==> config.mk <==
export PLATFORM = sky130hd
export DESIGN_NAME = alu_issue_arbiter
export DESIGN_NICKNAME = d
export VERILOG_FILES = /design/src/rtl/alu_issue_arbiter.sv
export SDC_FILE = /design/constraint.sdc
export NUM_CORES = 1
export LEC_CHECK = 0
export ABC_AREA = 1
export CORE_AREA = 5 5 280 282
export CTS_CLUSTER_DIAMETER = 80
export DETAILED_ROUTE_END_ITERATION = 8
export DIE_AREA = 0 0 285 287
export DONT_BUFFER_PORTS = 1
export PLACE_DENSITY = 0.41
export SKIP_CTS_REPAIR_TIMING = 1
export SYNTH_ARGS = -nofsm -noshare
export SYNTH_HDL_FRONTEND = slang
export SYNTH_SLANG_ARGS = --single-unit
==> constraint.sdc <==
create_clock -name clk -period 7.2 [get_ports clk]
set_input_delay 1.8 -clock clk [delete_from_list [all_inputs] [get_ports clk]]
set_output_delay 1.8 -clock clk [all_outputs]
set_load 0.05 [all_outputs]
==> src/rtl/alu_issue_arbiter.sv <==
// Round-robin issue arbiter for the shared ALU/CDB-write path.
// Picks one eligible reservation station per cycle and holds its op in an issue register.
module alu_issue_arbiter #(
    parameter int unsigned NUM_RS = 5,
    parameter int unsigned WORD_W = 106,
    parameter int unsigned TAG_W  = 3
) (
    input  logic                       clk,
    input  logic                       rst,
    input  logic [NUM_RS-1:0]          req,
    input  logic [NUM_RS*WORD_W-1:0]   req_word,
    input  logic [NUM_RS*TAG_W-1:0]    req_tag,
    input  logic [NUM_RS*3-1:0]        req_flags,
    input  logic [2**TAG_W-1:0]        allocated_rob_entries,
    input  logic                       alu_ready,
    output logic [NUM_RS-1:0]          grant,
    output logic                       issue_valid,
    output logic [WORD_W-1:0]          issue_word,
    output logic [TAG_W-1:0]           issue_tag,
    output logic [2:0]                 issue_flags,
    output logic [31:0]                issue_count
);

    localparam int unsigned PTR_W = (NUM_RS > 1) ? $clog2(NUM_RS) : 1;

    typedef enum logic {
        IDLE = 1'b0,
        HOLD = 1'b1
    } state_e;

    state_e              state_q;
    logic [PTR_W-1:0]    rr_ptr_q;
    logic [PTR_W-1:0]    rr_ptr_d;
    logic [WORD_W-1:0]   issue_word_q;
    logic [TAG_W-1:0]    issue_tag_q;
    logic [2:0]          issue_flags_q;
    logic [31:0]         issue_count_q;

    logic [NUM_RS-1:0]   eligible;
    logic [PTR_W-1:0]    winner;
    logic                found;
    logic                consume;
    logic                kill;
    logic                can_load;
    logic                load;
    int unsigned         idx;

    always_comb begin
        eligible = '0;
        for (int unsigned i = 0; i < NUM_RS; i++) begin
            eligible[i] = req[i] & allocated_rob_entries[req_tag[i*TAG_W +: TAG_W]];
        end
    end

    assign issue_valid = (state_q == HOLD);
    assign consume     = issue_valid & alu_ready;
    assign kill        = issue_valid & ~allocated_rob_entries[issue_tag_q];
    assign can_load    = ~issue_valid | consume | kill;

    // Scan from rr_ptr upward with wrap; the first eligible index wins.
    always_comb begin
        winner = '0;
        found  = 1'b0;
        idx    = 0;
        for (int unsigned k = 0; k < NUM_RS; k++) begin
            idx = (32'(rr_ptr_q) + k) % NUM_RS;
            if (!found && eligible[idx]) begin
                found  = 1'b1;
                winner = idx[PTR_W-1:0];
            end
        end
    end

    assign load = rst & can_load & found;

    always_comb begin
        grant = '0;
        if (load) begin
            grant[winner] = 1'b1;
        end
    end

    assign rr_ptr_d = (winner == PTR_W'(NUM_RS - 1)) ? '0 : winner + 1'b1;

    always_ff @(posedge clk or negedge rst) begin
        if (!rst) begin
            state_q       <= IDLE;
            rr_ptr_q      <= '0;
            issue_word_q  <= '0;
            issue_tag_q   <= '0;
            issue_flags_q <= '0;
            issue_count_q <= '0;
        end else begin
            if (load) begin
                state_q       <= HOLD;
                rr_ptr_q      <= rr_ptr_d;
                issue_word_q  <= req_word[winner*WORD_W +: WORD_W];
                issue_tag_q   <= req_tag[winner*TAG_W +: TAG_W];
                issue_flags_q <= req_flags[winner*3 +: 3];
            end else if (consume || kill) begin
                state_q <= IDLE;
            end
            // A killed op never reaches the CDB, so it is not counted.
            if (consume && !kill) begin
                issue_count_q <= issue_count_q + 32'd1;
            end
        end
    end

    assign issue_word  = issue_word_q;
    assign issue_tag   = issue_tag_q;
    assign issue_flags = issue_flags_q;
    assign issue_count = issue_count_q;

endmodule

# After elaboration in Yosys (flattened, before gate mapping)
# Cells that the tools add are included.
totals:
  ff_bits: 148
  latch_bits: 0
  ramBits: 0
  rom_bits: 0
  in_bits: 576
  out_inout_bits: 150
  elab_cells: 100
  memories: 0
op_classes:
  addsub: 6
  n_mul: 2
  n_div: 5
  n_lt_le_gt_ge: 13
  n_eq_ne: 1
  shifts: 3
  n_mux: 38
  n_bitwise: 13
  n_reduce_logical: 13
op_table:
  columns: ["operator", "count"]
  rows:
  - ["530-bit by 11-bit variable part select with 106-bit output", 1]
  - ["32-bit by 4-bit < comparator with 1-bit output (second input constant)", 5]
  - ["32-bit by 3-bit modulo with 32-bit output (second input constant)", 4]
  - ["1-bit binary-select mux with 3-bit select", 11]
  - ["32-bit by 1-bit adder with 32-bit output (second input constant)", 1]
  - ["3-bit by 3-bit modulo with 32-bit output (second input constant)", 1]
  - ["15-bit by 6-bit variable part select with 3-bit output", 2]
  - ["3-bit by 4-bit < comparator with 1-bit output (second input constant)", 7]
  - ["1-bit 2-to-1 mux", 19]
  - ["3-bit 2-to-1 mux", 6]
  - ["1-bit AND", 9]
  - ["3-bit by 6-bit multiplier with 9-bit output (second input constant)", 1]
  - ["3-bit by 2-bit adder with 4-bit output (second input constant)", 2]
  - ["1-bit logical AND", 6]
  - ["1-bit logical NOT", 5]
  - ["3-bit by 2-bit multiplier with 5-bit output (second input constant)", 1]
  - ["5-bit 2-to-1 mux", 1]
  - ["3-bit by 1-bit adder with 4-bit output (second input constant)", 1]
  - ["3-bit by 3-bit adder with 4-bit output (second input constant)", 1]
  - ["3-bit by 1-bit adder with 3-bit output (second input constant)", 1]
  - ["1-bit demux with 3-bit select", 1]
  - ["3-bit equality test (second input constant)", 1]
  - ["3-bit by 1-bit >= comparator with 1-bit output (second input constant)", 1]
  - ["1-bit inverter", 2]
  - ["3 further kinds", 4]

# Logic depth before layout (Yosys ltp)
# Gate-level depths: netlist of run 1.
depth:
  word_depth: 23
  mapped_depth: 35
  mapped_depth_nobuf: 33

# Least setup slack after synthesis of run 1
# No wires, ideal clock.
synth_path:
  kind: "reg-to-output"
  startpoint: "register rr_ptr_q[0]"
  endpoint: "output grant[1]"
  arrival_time_ps: 5049
  required_time_ps: 5400
  path_slack_ps: 351
  stages_incl_launch_ff: 32
  n_path_buf: 3
  cell_sequence: "dfrtp_1 > buf_2 > inv_2 > ha_1 > inv_1 > nand2_1 > nand2_1 > inv_2 > ha_1 > inv_1 > nand4_1 > nand2_1 > xor2_1 > ha_1 > inv_1 > or2_2 > nand2_1 > nand2_2 > nand2_1 > nand3_1 > nand3_1 > nand2_1 > nand2_1 > nand2_1 > nor2_2 > nand2_1 > or2_1 > a21oi_2 > buf_4 > buf_4 > inv_1 > nor3_1"
synth_between:
  elab_chain_cells: 21
  word_cells_on_any_way: 44
  cone_classes: "add/sub: 4; div: 5; order compare: 2; mux: 23; bitwise: 1; reduce/logical: 9"
synth_rtl:
  columns: ["item", "line", "source"]
  rows:
  - ["start: declaration", "32", "logic [PTR_W-1:0] rr_ptr_q;"]
  - ["start signal: assignment", "96", "rr_ptr_q <= rr_ptr_d;"]
  - ["parallel branches: the longest is 20 deep, another holds 32-bit by 3-bit modulo with 32-bit output", null, null]
  - ["5-bit 2-to-1 mux (*)", "78", "if (load) begin"]
  - ["end: declaration", "16", "output logic [NUM_RS-1:0] grant,"]
# Mark *: on every way between the ends. The select of a mux whose other input is x is not followed.

# Final worst setup path of run 1
layout_path:
  startpoint: "register rr_ptr_q[1]"
  endpoint: "output grant[0]"
# Same word-level chain as after synthesis.

==> summary.md, run 1 <==
| Metric | Value |
|---|---|
| Placer Congestion | 0.8705 |
| Synth Flop Type | dfrtp_1 |
| Multi-input logic area | 0.008366 mm2 |
| Initial antenna violation count | 7 |
| CTS sink count | 148 |
| Gr ovfl total | 0 |
| Die area | 0.08180 mm2 |
| Synthesized Nets | 2,886 |
| Largest net degree at the start of global routing | 150 |
| Core area | 0.07544 mm2 |
| RSZ-0062 raised after global routing | no |
| Max-cap violations | 0 |
| Synthesized area | 0.01349 mm2 |
| Drt first pass iters | 5 |
| RR Endpoint | issue_word[64] |
| Layout cell share with drive strength beyond 1 | 5.113% |
| FP Rows | 101 |
| Final Skew | 0.01912 ns |
| Clock root buffer | clkbuf_16 |
| Worst Hold End | rr_ptr_q[0] |
| Dpl cell area | 0.01425 mm2 |
| Vias per cell | 4.448 |
| Crit path required time | 5.40 ns |
| Initial Util | 17.88% |
| Vias in the first global route | 13.84k |
| Crit path launch type | register |
| Drt first-iter violations | 839 |
| Storage element area | 0.003706 mm2 |
| Synth area leaders | dfrtp_1 (27%), nand2_1 (26%), nand3_1 (9.1%) |
| Final Hold Viols | 0 |
| Synth Area per Inst | 5.902 um2 |
| Post-synthesis sequential area ratio | 27.45% |
| WS Path Type | register to output port |
| Worst skew pair latency | 0.47 ns |
| Post-placement cell count | 3,149 |
| R2R Path Start | rr_ptr_q[1] |
| Setup violations, final | 0 |
| Flop and latch count out of synthesis | 148 |
| Port bufs | 0 |
| Pins over their slew limit | 0 |
| Transition time of the tightest slew-check pin | 1.099 ns |
| P&R area growth vs syn | 10.65% |
| Arrival time at the worst endpoint | 4.89 ns |
| Die W | 285 um |
| DIE HEIGHT | 287 um |
| Total GRT Usage | 14.41% |
| Wire per inst | 19.69 um |
| Fill count | 8,886 |
| Global-route wire length before repair | 90.14 mm |
| I/O pin count | 726 |
| Hold path start | rr_ptr_q[0] |
| Fin nets | 2,797 |
| Crit. End Element | output port |
| Final Cycle Share | 92.92% |
| Synth area leader | dfrtp_1 |
| Ys Warns | 0 |
| CTS clk-pin slew, worst paths | 0.08 ns |
| Tmin final | 6.690 ns |
| Finished Layout Cells | 3,193 |
| Number of enable flip-flop cells after synthesis | 0 |
| Max Fclk | 0.1495 GHz |
| Share of the synthesized area in the top cell type | 27.45% |
| R2r worst-path depth | 28 |
| Post-route cell area | 0.01493 mm2 |
| Final wirelength | 62.87 mm |
| Status | finished, final reports clean |
| Worst Hold Class | register to register |
| Routed Antenna Nets | 0 |
| Num CTS Buffers | 17 |
| Via count | 14.20k |
| TNS Setup | 0 ns |
| Cell variety after synth | 40 |
| Worst Hold Depth | 2 |
| Clock Tree Buf Depth | 2 |
| DR DRC count | 0 |
| R2R setup slack | 1.35 ns |
| CTS H-tree lvls | 4 |
| CTS tree | done |
| Max FO, Critical Path | 17 |
| Post-Synthesis Cells | 2,286 |
| HPWL after DPL | 48.14 mm |
| Relative slew slack | 26.76% |
| Async SR Flop Fraction | 100.0% |
cells in the mapped netlist, types with 4 or more instances:
library cell and instances:
dfrtp_1 148, o21ai_0 15, xor2_1 26, nor3_1 11, nand3_2 4, o211ai_1 20, nand3b_1 107, xnor2_1 12
a22o_1 17, inv_1 199, buf_4 21, nor2_1 283, nand3_1 245, buf_6 10, inv_2 7, or2_2 12
buf_2 60, ha_1 23, nand4_1 12, a21oi_1 25, nand2_1 942, buf_1 6, clkbuf_1 40, nand2_2 11
o21ai_1 8
sequential cells by signal, indices dropped and copies added (netlist names):
| name | cells |
|---|---|
| issue_count | 32 |
| issue_flags | 3 |
| issue_tag | 3 |
| issue_valid | 1 |
| issue_word | 106 |
| rr_ptr_q | 3 |
critical path, stage by stage, from the launching register on:
cell and delay [ns]:
dfrtp_2 0.44, clkinvlp_4 0.19, ha_1 0.42, inv_2 0.12, ha_1 0.21, inv_1 0.07, nand4_1 0.12, nand2_1 0.12
xor2_2 0.22, ha_1 0.20, inv_1 0.05, or2_2 0.26, nand2_1 0.15, nand2_2 0.10, o21ai_1 0.21, nand3_1 0.10
nand2_1 0.09, nand2_1 0.05, nand2_1 0.13, nor3_4 0.08, nor2_2 0.23, nand2_8 0.13, nand2_8 0.19, nand2_1 0.17
nor2_1 0.15, buf_4 0.23
kinds of logic (layout without fill, tap and decap cells):
| logic type | Yosys count | after routing | share of synthesized area, % |
|---|---|---|---|
| other | 0 | 5 | 0 |
| muxes | 1 | 1 | 0.08345 |
| and+or+nand+nor | 1639 | 1640 | 52.07 |
| adders and majority gates | 24 | 24 | 2.281 |
| DFF | 148 | 148 | 27.45 |
| xor gates and xnor gates | 38 | 38 | 2.467 |
| AOI/OAI and AO/OA | 92 | 92 | 4.386 |
| buffers and inverters | 344 | 267 | 11.27 |
how the worst max path moves through the flow:
stage / startpoint / end / slack [ns] / depth (start not counted)
final: rr_ptr_q[1] / grant[0] / 0.51 / 25
after global routing: rr_ptr_q[1] / grant[2] / 0.05 / 28
after CTS: rr_ptr_q[1] / grant[2] / 0.09 / 28
after detailed placement: rr_ptr_q[1] / grant[2] / 0.67 / 25
after global placement: rr_ptr_q[1] / grant[2] / 0.67 / 28
after floorplan: rr_ptr_q[0] / grant[1] / 0.35 / 31
routing by layer:
metal  GRT usage, %  wire [um]  vias up
li1               -          -     6943
met1          17.41      25180     6645
met2          24.47      30990      544
met3          4.607       5130       67
met4          4.554       1554        4
met5              0         18        -
cell usage in the layout (no fill, tap or decap), types with 5 or more instances in the layout:
cell type / instances
inv_1: 197
nand3b_1: 107
or2_2: 12
o21ai_1: 8
xnor2_1: 12
nand2_1: 942
buf_4: 25
dfrtp_1: 146
xor2_1: 25
nor3_1: 9
o211ai_1: 20
a21oi_1: 25
ha_1: 23
nand3_1: 244
clkinv_4: 5
nand2_2: 9
inv_2: 7
a22o_1: 17
clkbuf_16: 17
nor2_1: 282
diode_2: 5
nand4_1: 12
o21ai_0: 15
through the flow:
| stage | utilization [%] | hold WS, ns | setup slack, ns |
|---|---|---|---|
| 2_1_floorplan | - | 0.7534 | 0.3508 |
| 3_3_place_gp | 18.89 | 0.7060 | 0.6693 |
| 3_5_place_dp | 18.89 | 0.7055 | 0.6726 |
| 4_1_cts | 19.67 | 0.7191 | 0.08677 |
| 5_1_grt | 19.78 | 0.7420 | 0.04700 |
| 6_report | 19.79 | 0.7024 | 0.5099 |
final cells by class:
cell class | count | area share, %
inverters | 207 | 5.280
clock inverters | 14 | 0.9806
clock buffers | 18 | 2.942
diodes | 5 | 0.08381
multi-input cells | 1795 | 56.03
well taps | 978 | 8.196
repair buffers | 28 | 1.659
flip-flops and latches | 148 | 24.82
Power of run 1 is not shown: default switching activity piles up to over one toggle a cycle in this logic, so the estimate is an artifact.
==> run 2: changes to the inputs <==
--- a/config.mk
+++ b/config.mk
@@ -6,10 +6,10 @@
 export NUM_CORES = 1
 export LEC_CHECK = 0
 export ABC_AREA = 1
-export CORE_AREA = 5 5 280 282
+export CORE_AREA = 5 5 277 279
 export CTS_CLUSTER_DIAMETER = 80
 export DETAILED_ROUTE_END_ITERATION = 8
-export DIE_AREA = 0 0 285 287
+export DIE_AREA = 0 0 282 284
 export DONT_BUFFER_PORTS = 1
 export PLACE_DENSITY = 0.41
 export SKIP_CTS_REPAIR_TIMING = 1
==> run 2 against run 1 <==
  * Die area is 2.1% lower
  * Setup slack improved by 0.015 ns
  * Design area down 0.45%
  * First-iteration DRC count is 17% higher
  * Non-clock buffer count shrank 3
  * Clock skew hardly changed
  * Global-route usage is 0.45 points higher
  * Highest routed layer unchanged
==> summary.md, run 2 (synthesized netlist as in run 1, its figures left out) <==
| Metric | Value |
|---|---|
| Largest register FFs | 106 (unchanged) |
| Via count | 14.14k (was 14.20k) |
| Worst path max stage delay | 0.46 ns (was 0.44 ns) |
| Met3 usage | 4.385% (was 4.607%) |
| R2r worst-path depth | 32 (was 28) |
| Port bufs | 0 (unchanged) |
| Multi-input logic area | 0.008352 mm2 (was 0.008366 mm2) |
| Core area | 0.07395 mm2 (was 0.07544 mm2) |
| Worst Hold Depth | 2 (unchanged) |
| CTS sink count | 148 (unchanged) |
| Vias per cell | 4.452 (was 4.448) |
| Pins over their slew limit | 0 (unchanged) |
| Worst Hold Class | register to register (unchanged) |
| Dpl cell area | 0.01425 mm2 (about the same) |
| CTS H-tree lvls | 4 (unchanged) |
| Transition time of the tightest slew-check pin | 0.8530 ns (was 1.099 ns) |
| DR DRC count | 0 (unchanged) |
| Worst Hold End | rr_ptr_q[0] (unchanged) |
| Fill count | 8,664 (was 8,886) |
| Final Hold Viols | 0 (unchanged) |
| Vias in the first global route | 13.66k (was 13.84k) |
| Die area | 0.08009 mm2 (was 0.08180 mm2) |
| Initial Util | 18.25% (was 17.88%) |
| Crit path required time | 5.40 ns (about the same) |
| R2R setup slack | 1.21 ns (was 1.35 ns) |
| Most common cell after layout, fill and taps aside | nand2_1 (unchanged) |
| Clock root buffer | clkbuf_16 (unchanged) |
| Hold path start | rr_ptr_q[0] (unchanged) |
| Drt first pass iters | 8 (was 5) |
| I/O pin count | 726 (unchanged) |
| Final Cycle Share | 92.72% (was 92.92%) |
| Die W | 282 um (was 285 um) |
| Max Fclk | 0.1498 GHz (was 0.1495 GHz) |
| Drt first-iter violations | 982 (was 839) |
| Routed Antenna Nets | 0 (unchanged) |
| Global-route wire length before repair | 90.49 mm (was 90.14 mm) |
| Max-cap violations | 0 (unchanged) |
| FP Rows | 100 (was 101) |
| Largest net degree at the start of global routing | 150 (unchanged) |
| RSZ-0062 raised after global routing | no (unchanged) |
| M2 GR Usage | 25.25% (was 24.47%) |
| DIE HEIGHT | 284 um (was 287 um) |
| Layout cell share with drive strength beyond 1 | 4.671% (was 5.113%) |
| Placer Congestion | 0.9305 (was 0.8705) |
| Most frequent cells in the layout | nand2_1 (942), nor2_1 (283), nand3_1 (244) (was nand2_1 (942), nor2_1 (282), nand3_1 (244)) |
| Relative slew slack | 43.13% (was 26.76%) |
| Initial antenna violation count | 5 (was 7) |
| WS Path Type | register to output port (unchanged) |
| Worst path slowest cell | dfrtp_2 (unchanged) |
| Max FO, Critical Path | 8 (was 17) |
| R2R Path Start | rr_ptr_q[1] (unchanged) |
| Arrival time at the worst endpoint | 4.88 ns (was 4.89 ns) |
| Post-route cell area | 0.01486 mm2 (was 0.01493 mm2) |
| Crit. End Element | output port (unchanged) |
| Num CTS Buffers | 17 (unchanged) |
| RR Endpoint | issue_word[60] (was issue_word[64]) |
| P&R area growth vs syn | 10.15% (was 10.65%) |
| Storage element area | 0.003705 mm2 (was 0.003706 mm2) |
| Setup violations, final | 0 (unchanged) |
| HPWL after DPL | 48.62 mm (was 48.14 mm) |
| Hold_ws | 0.7154 ns (was 0.7024 ns) |
| Final Skew | 0.01866 ns (was 0.01912 ns) |
| Most Crowded Layer GR | met2 (unchanged) |
| GRT met1 Usage | 18.34% (was 17.41%) |
| Wire per inst | 19.89 um (was 19.69 um) |
| Crit path launch type | register (unchanged) |
| CTS clk-pin slew, worst paths | 0.07 ns (was 0.08 ns) |
| Total GRT Usage | 14.87% (was 14.41%) |
| TNS Setup | 0 ns (unchanged) |
| Tmin final | 6.676 ns (was 6.690 ns) |
| Clock Tree Buf Depth | 2 (unchanged) |
| Final wirelength | 63.19 mm (was 62.87 mm) |
| Most frequent CP cell | nand2_1 (unchanged) |
| CTS tree | done (unchanged) |
| Status | finished, final reports clean (unchanged) |
| Fin nets | 2,793 (was 2,797) |
| Gr ovfl total | 0 (unchanged) |
| Worst skew pair latency | 0.47 ns (about the same) |
[run 2: changes by cell type in the layout (fill, tap and decap cells not counted), sizes merged]
| cell | change |
|---|---|
| diode | -2 |
| clkinvlp | +2 |
| bufinv | +1 |
| clkbuf | +2 |
| buf | -3 |
| nand2 | -1 |
| inv | -5 |
| clkinv | -1 |
[run 2: critical path, delay by kind of cell, from the launching register on]
family	cells	cell delay, ns
fa+ha+maj	3	0.62
xor+xnor	1	0.22
compound gates	1	0.19
buf+inv	6	0.73
simple gates	17	2.17
flops	1	0.46
[run 2: worst max path at each step]
stage	start	endpoint	slack, ns
after detailed placement	rr_ptr_q[1]	grant[4]	0.68
after global placement	rr_ptr_q[1]	grant[4]	0.74
after floorplan	rr_ptr_q[0]	grant[1]	0.35
after CTS	rr_ptr_q[1]	grant[4]	0.09
final	rr_ptr_q[1]	grant[0]	0.52
after global routing	rr_ptr_q[1]	grant[3]	0.009
[run 2: cell type report]
cell class	instances	area share (%)
multi-input cells	1794	56.20
flip-flops and latches	148	24.93
well taps	969	8.158
inverters	207	5.270
clock buffers	20	3.006
repair buffers	25	1.515
clock inverters	11	0.8756
diodes	3	0.05051
[run 2: metrics by stage]
| step | utilization, % | setup WS, ns | instances |
|---|---|---|---|
| floorplan | - | 0.3508 | 2286 |
| global placement | 19.27 | 0.7361 | 3141 |
| detailed placement | 19.27 | 0.6828 | 3141 |
| CTS | 20.05 | 0.09039 | 3172 |
| global route | 20.09 | 0.009234 | 3175 |
| finish | 20.10 | 0.5244 | 3177 |
[run 2: per-layer routing]
metal	wire, um	vias up	part of all wire, %
met1	25960	6638	41
li1	-	6915	-
met5	7	-	0.011
met4	1258	2	2.0
met3	5006	54	7.9
met2	30950	535	49
Power of run 2 is left out for the same reason.
==> run 3: changes to the inputs <==
--- a/config.mk
+++ b/config.mk
@@ -16,3 +16,4 @@
 export SYNTH_ARGS = -nofsm -noshare
 export SYNTH_HDL_FRONTEND = slang
 export SYNTH_SLANG_ARGS = --single-unit
+export TNS_END_PERCENT = 1
==> results of run 3 <==
Same layout as run 2: the final DEF is identical, and so are final timing and power.
Power of run 3 is left out for the same reason.
